===== src/rtl/dds_wave_gen_if.sv =====
// ---------------------------------------------------------------------------
// dds_wave_gen_if
// Purpose : bundles the channel-configuration write port and the valid/ready
//           sample stream of dds_wave_gen.
// Signals :
//   cfg_we     config write strobe            (host -> generator)
//   cfg_ch     channel index for the write    (host -> generator)
//   cfg_ftw    frequency tuning word          (host -> generator)
//   cfg_mode   waveform 0 saw/1 tri/2 sq/3 sin (host -> generator)
//   dout       unsigned offset-binary sample  (generator -> sink)
//   dout_ch    channel of dout                (generator -> sink)
//   dout_last  last channel of the frame      (generator -> sink)
//   dout_valid sample valid                   (generator -> sink)
//   dout_ready downstream accept              (sink -> generator)
// Modports: master = generator side, slave = host/sink side.
// ---------------------------------------------------------------------------
interface dds_wave_gen_if #(
    parameter int DATA_W  = 10,
    parameter int PHASE_W = 24
);
    logic               cfg_we;
    logic [3:0]         cfg_ch;
    logic [PHASE_W-1:0] cfg_ftw;
    logic [1:0]         cfg_mode;

    logic [DATA_W-1:0]  dout;
    logic [3:0]         dout_ch;
    logic               dout_last;
    logic               dout_valid;
    logic               dout_ready;

    modport master (
        input  cfg_we, cfg_ch, cfg_ftw, cfg_mode, dout_ready,
        output dout, dout_ch, dout_last, dout_valid
    );

    modport slave (
        output cfg_we, cfg_ch, cfg_ftw, cfg_mode, dout_ready,
        input  dout, dout_ch, dout_last, dout_valid
    );
endinterface


===== src/rtl/dds_wave_gen.sv =====
// ---------------------------------------------------------------------------
// dds_wave_gen
// Purpose : multi-channel DDS test-signal source. Each channel owns a phase
//           accumulator, tuning word and waveform mode. Every RATE_DIV
//           enabled clocks a sample tick snapshots all channels and the
//           frame is emitted round-robin on one valid/ready stream.
// Ports   :
//   clk      system clock
//   rst_n    asynchronous active-low reset
//   en       divider run enable (divider holds while low)
//   sync     clears accumulators, divider and overrun
//   bus      dds_wave_gen_if.master: config write port + sample stream
//   overrun  sticky flag: a tick arrived while a frame was still emitting
// Options : define DDS_DITHER_EN to add a 16-bit Galois LFSR (taps 0xB400,
//           seed 0xACE1) whose low 2 bits dither the phase index per load.
// ---------------------------------------------------------------------------
module dds_wave_gen #(
    parameter int DATA_W   = 10,
    parameter int PHASE_W  = 24,
    parameter int NCH      = 2,
    parameter int RATE_DIV = 64
) (
    input  logic           clk,
    input  logic           rst_n,
    input  logic           en,
    input  logic           sync,
    dds_wave_gen_if.master bus,
    output logic           overrun
);

    localparam int CNT_W = $clog2(RATE_DIV);
    localparam int IDX_W = (NCH > 1) ? $clog2(NCH) : 1;
    localparam int QW    = 2 * (DATA_W - 1);

    localparam logic [CNT_W-1:0]  CNT_MAX  = CNT_W'(RATE_DIV - 1);
    localparam logic [IDX_W-1:0]  IDX_LAST = IDX_W'(NCH - 1);
    localparam logic [DATA_W-1:0] HALF     = {1'b1, {(DATA_W-1){1'b0}}};
    localparam logic [QW-1:0]     H_MAX    = QW'(HALF - 1'b1);

    localparam logic [0:0] S_IDLE = 1'b0;
    localparam logic [0:0] S_EMIT = 1'b1;

    // Divider
    logic [CNT_W-1:0] r_cnt;
    logic             w_tick;

    // Per-channel state. Only the top DATA_W phase bits ever reach the
    // waveform mapper, so the snapshot keeps just those.
    logic [PHASE_W-1:0] r_acc  [NCH];
    logic [PHASE_W-1:0] r_ftw  [NCH];
    logic [1:0]         r_mode [NCH];
    logic [DATA_W-1:0]  r_snap [NCH];

    // Emit FSM and output register
    logic [0:0]        r_state;
    logic [IDX_W-1:0]  r_idx;
    logic [DATA_W-1:0] r_dout;
    logic [3:0]        r_dout_ch;
    logic              r_dout_last;
    logic              r_dout_valid;
    logic              r_overrun;
    logic              w_load;

    // Waveform mapper
    logic [DATA_W-1:0] w_x;
    logic              w_m;
    logic [DATA_W-2:0] w_u;
    logic [DATA_W-1:0] w_nu;
    logic [QW-1:0]     w_q;
    logic [QW-1:0]     w_qs;
    logic [DATA_W-1:0] w_h;
    logic [DATA_W-1:0] w_wave;

    // ---------------------------------------------------------------- divider
    assign w_tick = en && !sync && (r_cnt == CNT_MAX);

    always_ff @(posedge clk or negedge rst_n) begin
        if (!rst_n) begin
            r_cnt <= '0;
        end else if (sync) begin
            r_cnt <= '0;
        end else if (en) begin
            r_cnt <= (r_cnt == CNT_MAX) ? '0 : r_cnt + 1'b1;
        end
    end

    // ------------------------------------------------------------- channels
    // NOTE: channel state sits in flops rather than a RAM, so it is cleared
    // by reset like any other register.
    always_ff @(posedge clk or negedge rst_n) begin
        if (!rst_n) begin
            for (int k = 0; k < NCH; k++) begin
                r_acc[k]  <= '0;
                r_ftw[k]  <= '0;
                r_mode[k] <= '0;
                r_snap[k] <= '0;
            end
        end else begin
            for (int k = 0; k < NCH; k++) begin
                // NOTE: non-blocking assignment makes the snapshot capture the
                // pre-advance accumulator and the advance use the old FTW even
                // when a config write lands on the tick edge.
                if (sync) begin
                    r_acc[k] <= '0;
                end else if (w_tick) begin
                    r_snap[k] <= r_acc[k][PHASE_W-1 -: DATA_W];
                    r_acc[k]  <= r_acc[k] + r_ftw[k];
                end
                if (bus.cfg_we && (bus.cfg_ch == 4'(k))) begin
                    r_ftw[k]  <= bus.cfg_ftw;
                    r_mode[k] <= bus.cfg_mode;
                end
            end
        end
    end

    // ----------------------------------------------------------- dither LFSR
`ifdef DDS_DITHER_EN
    logic [15:0] r_lfsr;

    always_ff @(posedge clk or negedge rst_n) begin
        if (!rst_n) begin
            r_lfsr <= 16'hACE1;
        end else if (sync) begin
            r_lfsr <= 16'hACE1;
        end else if (w_load) begin
            r_lfsr <= r_lfsr[0] ? ((r_lfsr >> 1) ^ 16'hB400) : (r_lfsr >> 1);
        end
    end

    assign w_x = r_snap[r_idx] + DATA_W'(r_lfsr[1:0]);
`else
    assign w_x = r_snap[r_idx];
`endif

    // ------------------------------------------------------- waveform mapper
    assign w_m  = w_x[DATA_W-1];
    assign w_u  = w_x[DATA_W-2:0];
    assign w_nu = HALF - {1'b0, w_u};
    // Parabola u*(N-u) peaks at N^2/4; scaling by 2^(DATA_W-3) maps the peak
    // to N, which is then clipped to N-1 so N+h stays within DATA_W bits.
    assign w_q  = QW'(w_u) * QW'(w_nu);
    assign w_qs = w_q >> (DATA_W - 3);
    assign w_h  = (w_qs > H_MAX) ? DATA_W'(H_MAX) : DATA_W'(w_qs);

    // NOTE: the default arm guarantees w_wave is assigned on every path, so
    // this stays pure combinational logic with no latch.
    always_comb begin
        case (r_mode[r_idx])
            2'd0:    w_wave = w_x;
            2'd1:    w_wave = w_m ? ~{w_u, 1'b0} : {w_u, 1'b0};
            2'd2:    w_wave = {DATA_W{w_m}};
            default: w_wave = w_m ? (HALF - w_h) : (HALF + w_h);
        endcase
    end

    // ------------------------------------------------- emit FSM and output
    assign w_load = (r_state == S_EMIT) && (!r_dout_valid || bus.dout_ready);

    always_ff @(posedge clk or negedge rst_n) begin
        if (!rst_n) begin
            r_state      <= S_IDLE;
            r_idx        <= '0;
            r_dout       <= '0;
            r_dout_ch    <= '0;
            r_dout_last  <= 1'b0;
            r_dout_valid <= 1'b0;
            r_overrun    <= 1'b0;
        end else begin
            if (w_load) begin
                r_dout       <= w_wave;
                r_dout_ch    <= 4'(r_idx);
                r_dout_last  <= (r_idx == IDX_LAST);
                r_dout_valid <= 1'b1;
                if (r_idx == IDX_LAST) begin
                    r_state <= S_IDLE;
                    r_idx   <= '0;
                end else begin
                    r_idx <= r_idx + 1'b1;
                end
            end else if (r_dout_valid && bus.dout_ready) begin
                r_dout_valid <= 1'b0;
            end

            // A tick can only start a frame from IDLE, where no load happens,
            // so this never collides with the index update above.
            if (w_tick && (r_state == S_IDLE)) begin
                r_state <= S_EMIT;
                r_idx   <= '0;
            end

            if (sync) begin
                r_overrun <= 1'b0;
            end else if (w_tick && (r_state != S_IDLE)) begin
                r_overrun <= 1'b1;
            end
        end
    end

    assign bus.dout       = r_dout;
    assign bus.dout_ch    = r_dout_ch;
    assign bus.dout_last  = r_dout_last;
    assign bus.dout_valid = r_dout_valid;
    assign overrun        = r_overrun;

endmodule

===== src/flat_wrapper.sv =====
// flat-port wrapper written by rule: the top's interface ports become plain ports
module dds_wave_gen_flat 
#(
    parameter int DATA_W   = 10,
    parameter int PHASE_W  = 24,
    parameter int NCH      = 2,
    parameter int RATE_DIV = 64
)
  (clk, rst_n, en, sync, overrun, bus_cfg_we, bus_cfg_ch, bus_cfg_ftw, bus_cfg_mode, bus_dout_ready, bus_dout, bus_dout_ch, bus_dout_last, bus_dout_valid);
  dds_wave_gen_if #(.DATA_W(DATA_W), .PHASE_W(PHASE_W)) bus_i ();
  input  logic clk;
  input  logic rst_n;
  input  logic en;
  input  logic sync;
  output logic overrun;
  input wire logic [$bits(bus_i.cfg_we)-1:0] bus_cfg_we;
  input wire logic [$bits(bus_i.cfg_ch)-1:0] bus_cfg_ch;
  input wire logic [$bits(bus_i.cfg_ftw)-1:0] bus_cfg_ftw;
  input wire logic [$bits(bus_i.cfg_mode)-1:0] bus_cfg_mode;
  input wire logic [$bits(bus_i.dout_ready)-1:0] bus_dout_ready;
  output wire logic [$bits(bus_i.dout)-1:0] bus_dout;
  output wire logic [$bits(bus_i.dout_ch)-1:0] bus_dout_ch;
  output wire logic [$bits(bus_i.dout_last)-1:0] bus_dout_last;
  output wire logic [$bits(bus_i.dout_valid)-1:0] bus_dout_valid;
  assign bus_i.cfg_we = bus_cfg_we;
  assign bus_i.cfg_ch = bus_cfg_ch;
  assign bus_i.cfg_ftw = bus_cfg_ftw;
  assign bus_i.cfg_mode = bus_cfg_mode;
  assign bus_i.dout_ready = bus_dout_ready;
  assign bus_dout = bus_i.dout;
  assign bus_dout_ch = bus_i.dout_ch;
  assign bus_dout_last = bus_i.dout_last;
  assign bus_dout_valid = bus_i.dout_valid;
  dds_wave_gen #(.DATA_W(DATA_W), .PHASE_W(PHASE_W), .NCH(NCH), .RATE_DIV(RATE_DIV)) u_core (.clk(clk), .rst_n(rst_n), .en(en), .sync(sync), .bus(bus_i), .overrun(overrun));
endmodule

===== config.mk =====
export PLATFORM = sky130hd
export DESIGN_NAME = dds_wave_gen_flat
export DESIGN_NICKNAME = d
export VERILOG_FILES = /design/src/rtl/dds_wave_gen_if.sv /design/src/rtl/dds_wave_gen.sv /design/src/flat_wrapper.sv
export SDC_FILE = /design/constraint.sdc
export NUM_CORES = 1
export LEC_CHECK = 0
export CORE_MARGIN = 10
export CORE_UTILIZATION = 29
export DETAILED_ROUTE_END_ITERATION = 8
export PLACE_DENSITY_LB_ADDON = 0.12
export SYNTH_ARGS = -nofsm -noshare
export SYNTH_HDL_FRONTEND = slang
export SYNTH_SLANG_ARGS = --single-unit
export TNS_END_PERCENT = 20

===== constraint.sdc =====
create_clock -name clk -period 7.5 [get_ports clk]
set_input_delay 1.125 -clock clk [delete_from_list [all_inputs] [get_ports clk]]
set_output_delay 1.125 -clock clk [all_outputs]
set_load 0.01 [all_outputs]

# ---- Word-level counts from Yosys, hierarchy flattened
# Cells that the tools add are included.
dict set report word_totals {
  ff_bits 141
  in_bits 36
  output_inout_bits 17
  elab_cells 81
}
dict set report classes {
  add_sub_neg 7
  mul 1
  n_lt_le_gt_ge 2
  n_eq_ne 4
  mux 27
  n_bitwise 4
  n_reduce_logical 21
}
# operator n
set ops {}
lappend ops {{24-bit 2-to-1 mux} 4}
lappend ops {{10-bit 2-to-1 mux} 6}
lappend ops {{24-bit adder} 2}
lappend ops {{10-bit one-hot mux with 3 select lines} 1}
lappend ops {{9-bit by 10-bit multiplier with 18-bit output} 1}
lappend ops {{6-bit 2-to-1 mux} 3}
lappend ops {{2-bit nonzero test} 6}
lappend ops {{11-bit by 9-bit greater-than comparator with 1-bit output (second input constant)} 1}
lappend ops {{10-bit adder (first input constant)} 1}
lappend ops {{1-bit 2-to-1 mux} 10}
lappend ops {{10-bit NOT} 1}
lappend ops {{10-bit subtractor (first input constant)} 1}
lappend ops {{10-bit by 9-bit subtractor with 10-bit output (first input constant)} 1}
lappend ops {{1-bit logical AND} 8}
lappend ops {{6-bit by 1-bit adder with 6-bit output (second input constant)} 1}
lappend ops {{6-bit == test (second input constant)} 1}
lappend ops {{2-bit 2-to-1 mux} 3}
lappend ops {{4-bit by 1-bit == test with 1-bit output (second input constant)} 1}
lappend ops {{4-bit logical NOT} 1}
lappend ops {{2-bit AND reduction} 2}
lappend ops {{2-bit by 1-bit == test with 1-bit output (second input constant)} 1}
lappend ops {{2-bit == test (second input constant)} 1}
lappend ops {{2-bit greater-or-equal comparator (second input constant)} 1}
lappend ops {{1-bit logical NOT} 2}
lappend ops {{5 further kinds} 6}

# ---- Logic depth before layout (Yosys ltp)
# Gate-level depths: netlist (run 1).
dict set report depth {
  depth_word 11
  ltp_mapped 28
  mapped_depth_nobuf 25
}

# ---- Worst setup path after synthesis (run 1)
# Ideal clock, no wire load.
dict set report synth_path {
  path_type {register to register}
  start {register u_core.r_idx}
  end {register u_core.r_dout[4] (netlist: u_core.bus.dout[4])}
  t_arrival_ns 6.975
  required_ns 7.374
  path_slack_ns 0.399
  stages_incl_launch_ff 27
  path_buffers 3
  synth_period_minus_slack_ns 7.101
  path_cell_list {dfrtp_1 > buf_2 > buf_1 > mux2i_1 > clkbuf_1 > ha_1 > nand3_1 > nor3_1 > ha_1 > or2_2 > fa_1 > inv_1 > fa_1 > inv_1 > fa_1 > fa_1 > inv_1 > ha_1 > and4_1 > a221oi_2 > o21ai_2 > mux2i_1 > nand4b_2 > mux2_2 > o221ai_1 > o21ai_1 > a221o_1}
}
dict set report synth_between {
  elab_chain_len 11
  elab_cells_between_ends 20
}
# element line_no
set synth_rtl {}
lappend synth_rtl {{start: declaration} dds_wave_gen.sv:56} ;# logic [IDX_W-1:0] r_idx;
lappend synth_rtl {{start signal: assignment} dds_wave_gen.sv:179} ;# r_idx <= r_idx + 1'b1;
lappend synth_rtl {{1-bit NOT with 2-bit output (not written as such) *} {dds_wave_gen.sv:133, dds_wave_gen.sv:149}}
lappend synth_rtl {{10-bit 2-to-1 mux (not written as such) (3 in series)} dds_wave_gen.sv:133} ;# assign w_x = r_snap[r_idx];
lappend synth_rtl {{10-bit by 9-bit subtractor with 10-bit output} dds_wave_gen.sv:139} ;# assign w_nu = HALF - {1'b0, w_u};
lappend synth_rtl {{9-bit by 10-bit multiplier with 18-bit output} dds_wave_gen.sv:142} ;# assign w_q = QW'(w_u) * QW'(w_nu);
lappend synth_rtl {{11-bit by 9-bit greater-than comparator with 1-bit output} dds_wave_gen.sv:144} ;# assign w_h = (w_qs > H_MAX) ? DATA_W'(H_MAX) : DATA_W'(w_qs);
lappend synth_rtl {{10-bit 2-to-1 mux} dds_wave_gen.sv:144}
lappend synth_rtl {{10-bit adder or 10-bit subtractor (tied branches)} dds_wave_gen.sv:153} ;# default: w_wave = w_m ? (HALF - w_h) : (HALF + w_h);
lappend synth_rtl {{10-bit 2-to-1 mux} dds_wave_gen.sv:153}
lappend synth_rtl {{10-bit one-hot mux with 3 select lines *} dds_wave_gen.sv:149} ;# case (r_mode[r_idx])
lappend synth_rtl {{end signal: assignment} dds_wave_gen.sv:171} ;# r_dout <= w_wave;
lappend synth_rtl {{end: declaration} dds_wave_gen.sv:57} ;# logic [DATA_W-1:0] r_dout;
# Every way passes the cells marked *; elsewhere a longest branch is shown, timed or not. The select of a mux whose other input is x is not followed.
# A chain may end at the register's enable or synchronous reset.

# ---- Final worst setup path (run 1)
# Same ends and word-level chain as after synthesis.

==> flow_summary_export.csv, run 1 <==
group,metric,value,unit
outcome,status,"complete, no violations",
synth,avgSynthCellArea,9.42,µm²
die,ios,53,
routing,vias_per_cell,4.87,
synth,yosysUniqueCellTypes,71,
setup_path,arrival,7360,ps
cts,clk_pin_slew,70,ps
timing,layout_setup_ws,455,ps
synth,syn_inst,1182,
cts,clockRootBuffer,"clkbuf_16",
timing,period_share,93.9,%
min_path,hp-class,"reg2reg",
synth,synth.cell_area,11100,µm²
synth,yosys_warnings,0,
timing,period_minus_slack,7050,ps
die,die_w,216,µm
setup_path,start_kind,"flip-flop",
global_route,grt_max_degree,89,
place,placedCellCount,1725,
cts,cts.sinks,141,
synth,synth_edf_count,0,
cells_and_area,area_growth_syn_to_layout,16.3,%
synth,synth_flop_cell,"dfrtp_1",
timing,max_freq,0.142,GHz
global_route,antenna_found_initial,0,
cts,cts_buffers,17,
pwr,power.density,169,nW/µm²
setup_path,slowest_delay,540,ps
setup_path,path_common_cell,"fa_1",
setup_path,endpoint_kind,"flip-flop",
timing,tns,0,ps
routing,routedWlPerCell,17.0,µm
place,portBuffers,49,
timing,setup_violations,0,
cells_and_area,n_antenna_cell,0,
pwr,p_leak,5.87,nW
routing,ant_nets,0,
cts,htreeDepth,4,
synth,async_flop_share,100,%
job,cap_violations,0,
setup_path,reg2reg_slack,450,ps
die,fp-row-count,71,
cts,cts_buffer_depth,2,
global_route,grt_pass1_vias,9061,
timing,slew_headroom,26.6,%
timing,tightestPinTransition,1100,ps
cts,cts_tree,"yes",
routing,post-route-drc-count,0,
global_route,grt_pass1_wl,50400,µm
cts,worst_skew_pair.late_latency,420,ps
cells_and_area,nNetsFinal,1416,
die,die-area,46600,µm²
setup_path,cp.required,7810,ps
timing,slew_violations,0,
global_route,overflow,0,
cells_and_area,drive_above_1_share,13.7,%
routing,totalWireLength,29800,µm
place,place_ws,282,ps
place,dp_hpwl,22100,µm
routing,dr_total_vias,8560,
routing,drtIter0Drc,480,
routing,drt-pass1-iter-count,5,
synth,seq_area_frac_synth,31.7,%
global_route,grt_use_total,13.3,%
setup_path,crit_type,"reg2reg",
setup_path,worstPathMaxFanout,16,
timing,skew,12.6,ps
cells_and_area,final_cell_count_no_fill,1757,
place,gp_congestion,0.834,
timing,rsz0062_at_grt,"false",
die,start_util,29.5,%
synth,ys_ff_latch,141,
setup_path,crit_chain,"mux2_2, nor3_1, nand2_1, nor2_1, ha_1, nand2b_1, fa_1, inv_1, fa_1, inv_1, fa_1, fa_1, inv_1, ha_1, and4_1, a221oi_2, o21ai_2, mux2i_1, nand4b_4, mux2_2, o221ai_1, o21ai_1, a221o_1",
timing,holdWs,504,ps
cells_and_area,n_fill_cell,3885,
die,chipHeight,216,µm
pwr,peakVddDrop,0.109,mV
timing,finalHoldViolations,0,
setup_path,cpMaxStageDelayCell,"fa_1",
die,coreArea,37800,µm²
==> power breakdown <==
group          internal (mW)  leakage (nW)  switching, mW
logic                  0.173          3.69          0.199
registers              0.827          1.88         0.0477
clock network          0.573         0.306          0.362
==> flip-flops by register name, indices dropped and copies added (netlist names), 4 cells and up <==
signal and cells:
u_core.r_snap 20, u_core.r_mode 4, u_core.r_ftw 48, u_core.r_cnt 6
u_core.bus.dout 10, u_core.r_acc 48
==> cells in the final DEF, fill, tap and decap left out, types with 38 or more instances in the layout <==
master           synthesis  routed
xnor2_1                 41      40
a21oi_1                102     102
nand2_1                126     126
nor2_1                  93      92
inv_1                   89      89
mux2_2                  78      78
dfrtp_1                141     141
ha_1                    91      91
o21ai_0                 38      38
fa_1                    56      56
clkdlybuf4s50_1          0      47
==> synthesized netlist by cell type, drive strengths merged, types with 3 or more instances <==
library cell	instances	area (µm²)
a311oi	4	35.0
o41ai	3	26.3
and3	6	37.5
fa	56	1120
buf	13	73.8
a221oi	5	50.0
o21bai	7	52.6
o31ai	3	22.5
nand4	4	25.0
inv	89	334
xor2	13	114
a21oi	103	519
a21o	15	113
ha	91	1140
a31oi	8	50.1
nor2b	10	62.6
clkbuf	34	128
or2	17	109
nor2	94	360
or3	8	50.1
mux2	79	893
and4	4	35.0
mux2i	19	190
nand3	26	130
and2	9	57.6
o21a	8	60.1
o21ai	42	214
a221o	6	60.1
a31o	3	26.3
o211ai	5	37.5
nor3	16	80.1
nand2b	20	125
nor3b	4	30.0
o22ai	8	50.1
nand3b	3	22.5
dfrtp	141	3530
nand2	127	479
xnor2	41	359
a211oi	10	75.1
==> final timing paths <==
check                           depth (start not counted)                              to                           start
worst max-delay path                                   23  u_core.bus.dout[4]$_DFFE_PN0P_        u_core.r_idx$_DFFE_PN0P_
worst min-delay path                                    2  u_core.bus.dout[3]$_DFFE_PN0P_  u_core.bus.dout[3]$_DFFE_PN0P_
worst max register to register                         23  u_core.bus.dout[4]$_DFFE_PN0P_        u_core.r_idx$_DFFE_PN0P_
worst min register to register                          2  u_core.bus.dout[3]$_DFFE_PN0P_  u_core.bus.dout[3]$_DFFE_PN0P_
max in group asynchronous                               2    u_core.r_snap[9]$_DFFE_PN0P_                           rst_n
min in group asynchronous                               1    u_core.r_ftw[29]$_DFFE_PN0P_                           rst_n
==> routing by layer <==
layer  global-route usage (%)  up-vias  routed length [µm]
li1                         -     4195                   -
met5                        0        -                   0
met1                     18.6     4208               14700
met3                     1.85       17                 869
met4                     2.77        0                 298
met2                     21.4      140               13900
==> kinds of logic after synthesis <==
logic type / count (synthesis) / synth area share (%)
AO/OA/AOI/OAI: 249 / 14.2
XOR/XNOR: 54 / 4.25
adder cells (fa/ha/maj): 147 / 20.3
buffers and inverters: 136 / 4.81
flip-flops: 141 / 31.7
multiplexers: 98 / 9.73
other: 2 / 0.0674
AND/OR/NAND/NOR: 355 / 14.9
==> what timing repair did <==
action	CTS	global route
endpoints found under the setup margin	0	8
buffers inserted	0	0
hold buffers	0	0
resized for setup	0	4
==> critical path: cells and delay by family (launching register included) <==
kind,cells,cell delay (ps)
compound gates,5,1180
flops,1,440
mux,3,1090
fa+ha+maj,6,2780
simple gates,6,1300
buf+inv,3,140
==> area by class of cell <==
class                   count  area, µm²  share of cell area, %
clock inverters            14        206                   1.59
flip-flops and latches    141       3530                   27.3
repair buffers             70        648                   5.01
clock buffers              18        439                   3.39
multi-input cells         914       7150                   55.2
well taps                 511        639                   4.94
inverters                  89        334                   2.58
==> stage by stage <==
step                      area (µm²)  utilization, %  power, mW
after floorplan                11200               -       1.14
after global placement         12300            32.5       1.26
after detailed placement       12300            32.5       1.26
after CTS                      12900            34.2       2.21
after global routing           12900            34.3       2.30
final                          12900            34.3       2.18
Note: power is estimated with default switching activity, not from simulation.
==> run 2: changes to the inputs <==
--- a/config.mk
+++ b/config.mk
@@ -5,6 +5,8 @@
 export SDC_FILE = /design/constraint.sdc
 export NUM_CORES = 1
 export LEC_CHECK = 0
+export ABC_AREA = 0
+export CORE_ASPECT_RATIO = 2
 export CORE_MARGIN = 10
 export CORE_UTILIZATION = 29
 export DETAILED_ROUTE_END_ITERATION = 8
==> flow_summary_export.csv, run 2 (synthesis gave the netlist of run 1 again) <==
group,metric,value,unit
timing,rsz0062_at_grt,"false",
die,chipHeight,297,µm
cells_and_area,drive_above_1_share,13.4,%
setup_path,endpoint_kind,"flip-flop",
pwr,power.density,169,nW/µm²
global_route,overflow,0,
cells_and_area,area_growth_syn_to_layout,15.7,%
cells_and_area,fin_area,12900,µm²
routing,dr_total_vias,8717,
timing,skew,19.1,ps
global_route,grtUsageMet3,2.46,%
job,cap_violations,0,
global_route,grt.busiest_layer,"met2",
routing,drt-pass1-iter-count,4,
pwr,internal_power,1.59,mW
cts,cts_setup_buffers,0,
cts,cts_tree,"yes",
timing,finalHoldViolations,0,
timing,slew_violations,0,
timing,period_minus_slack,7020,ps
pwr,p_leak,5.89,nW
cells_and_area,n_antenna_cell,0,
timing,tightestPinTransition,1100,ps
pwr,p_seq_share,40.8,%
setup_path,crit_type,"reg2reg",
cells_and_area,final_common_cell,"dfrtp_1",
routing,totalWireLength,34300,µm
cells_and_area,mostFrequentLayoutCells,"dfrtp_1, nand2_1, a21oi_1",
routing,post-route-drc-count,0,
min_path,hold_path_depth,2,
cts,cts_hold_buf,0,
cts,clk_pin_slew,70,ps
pwr,comb_power_share,17.2,%
timing,slew_headroom,26.3,%
timing,setup_violations,0,
die,fp-row-count,101,
routing,routedWlPerCell,20.1,µm
global_route,use_met1,13.3,%
global_route,grt_pass1_vias,9584,
cells_and_area,nNetsFinal,1420,
setup_path,start_kind,"flip-flop",
cts,htreeDepth,4,
place,dpl-instance-area,12200,µm²
pwr,p_clk_share,42.0,%
outcome,status,"complete, no violations",
place,dp_hpwl,27100,µm
global_route,grt_max_degree,81,
global_route,grt_pass1_wl,53900,µm
cts,cts.sinks,141,
setup_path,arrival,7350,ps
global_route,use_met2,30.7,%
timing,period_share,93.6,%
pwr,p_switching,0.577,mW
die,coreArea,37900,µm²
setup_path,worstPathMaxFanout,16,
die,die_w,159,µm
cts,clockRootBuffer,"clkbuf_16",
die,start_util,29.4,%
routing,vias_per_cell,5.09,
cts,cts_buffer_depth,2,
place,gp_congestion,0.861,
pwr,switching_share,26.6,%
global_route,antenna_found_initial,0,
setup_path,cp.required,7830,ps
die,ios,53,
timing,max_freq,0.142,GHz
setup_path,rr_worst_depth,24,
pwr,peakVddDrop,0.248,mV
place,portBuffers,49,
routing,ant_nets,0,
cts,worst_skew_pair.late_latency,440,ps
min_path,hp-class,"reg2reg",
timing,holdWs,498,ps
global_route,grt_use_total,15.1,%
routing,drtIter0Drc,330,
cts,cts_buffers,17,
die,die-area,47100,µm²
timing,tns,0,ps
cells_and_area,top_regs,"u_core.r_acc (48), u_core.r_ftw (48), u_core.r_snap (20)",
-- run 2: worst max-delay path, cell delays in order (launching register included) --
cell and delay (ps):
dfrtp_1 420, mux2i_1 250, buf_4 220, ha_1 230
nand3_1 130, nor3_1 170, ha_1 350, or2_2 350
fa_1 500, inv_1 50, fa_1 500, inv_1 60
fa_1 480, fa_1 550, inv_1 50, ha_1 380
and4_1 230, a221oi_2 380, o21ai_4 150, mux2i_1 280
nand4b_4 260, mux2_2 330, o221ai_1 170, o21ai_1 100
a221o_1 320
-- run 2: layer usage --
layer / wire (µm) / vias to the layer above
met3: 854 / 53
met1: 11200 / 4329
li1: - / 4206
met4: 1560 / 0
met5: 0 / -
met2: 20700 / 129
-- run 2: area by class of cell --
type / instances / area [µm²]
multi-input cells: 914 / 7150
inverters: 89 / 334
flip-flops and latches: 141 / 3530
clock buffers: 22 / 454
clock inverters: 8 / 165
repair buffers: 74 / 674
fillers: 3968 / 25000
well taps: 463 / 579
-- run 2: power by group through the flow --
stage	Clock, mW	Combinational [mW]	Sequential (mW)
after floorplan	0	0.274	0.869
after global routing	0.970	0.420	0.893
after detailed placement	0	0.376	0.902
after global placement	0	0.374	0.900
after CTS	0.944	0.378	0.888
final	0.913	0.374	0.885
-- run 2: final timing paths --
check | start | to | slack [ps]
max in group asynchronous | rst_n | u_core.r_snap[18]$_DFFE_PN0P_ | 5470
min in group asynchronous | rst_n | u_core.r_acc[29]$_DFFE_PN0P_ | 690
hold reg to reg | u_core.bus.dout[0]$_DFFE_PN0P_ | u_core.bus.dout[0]$_DFFE_PN0P_ | 500
setup reg to reg | u_core.r_idx$_DFFE_PN0P_ | u_core.bus.dout[4]$_DFFE_PN0P_ | 480
setup / recovery | u_core.r_idx$_DFFE_PN0P_ | u_core.bus.dout[4]$_DFFE_PN0P_ | 480
hold / removal | u_core.bus.dout[0]$_DFFE_PN0P_ | u_core.bus.dout[0]$_DFFE_PN0P_ | 500
-- run 2: repair_timing --
action,4_1_cts,5_1_grt
hold endpoints to repair,0,0
setup endpoints to repair,0,7
gates resized for setup,0,3
-- run 2: metrics by stage --
step	total power [mW]	worst slack, ps	instances	util, %
finish	2.17	479	1711	34.0
CTS	2.21	213	1711	33.9
global placement	1.27	424	1681	32.3
floorplan	1.14	399	1191	-
detailed placement	1.28	249	1681	32.3
global route	2.28	49.7	1711	34.0
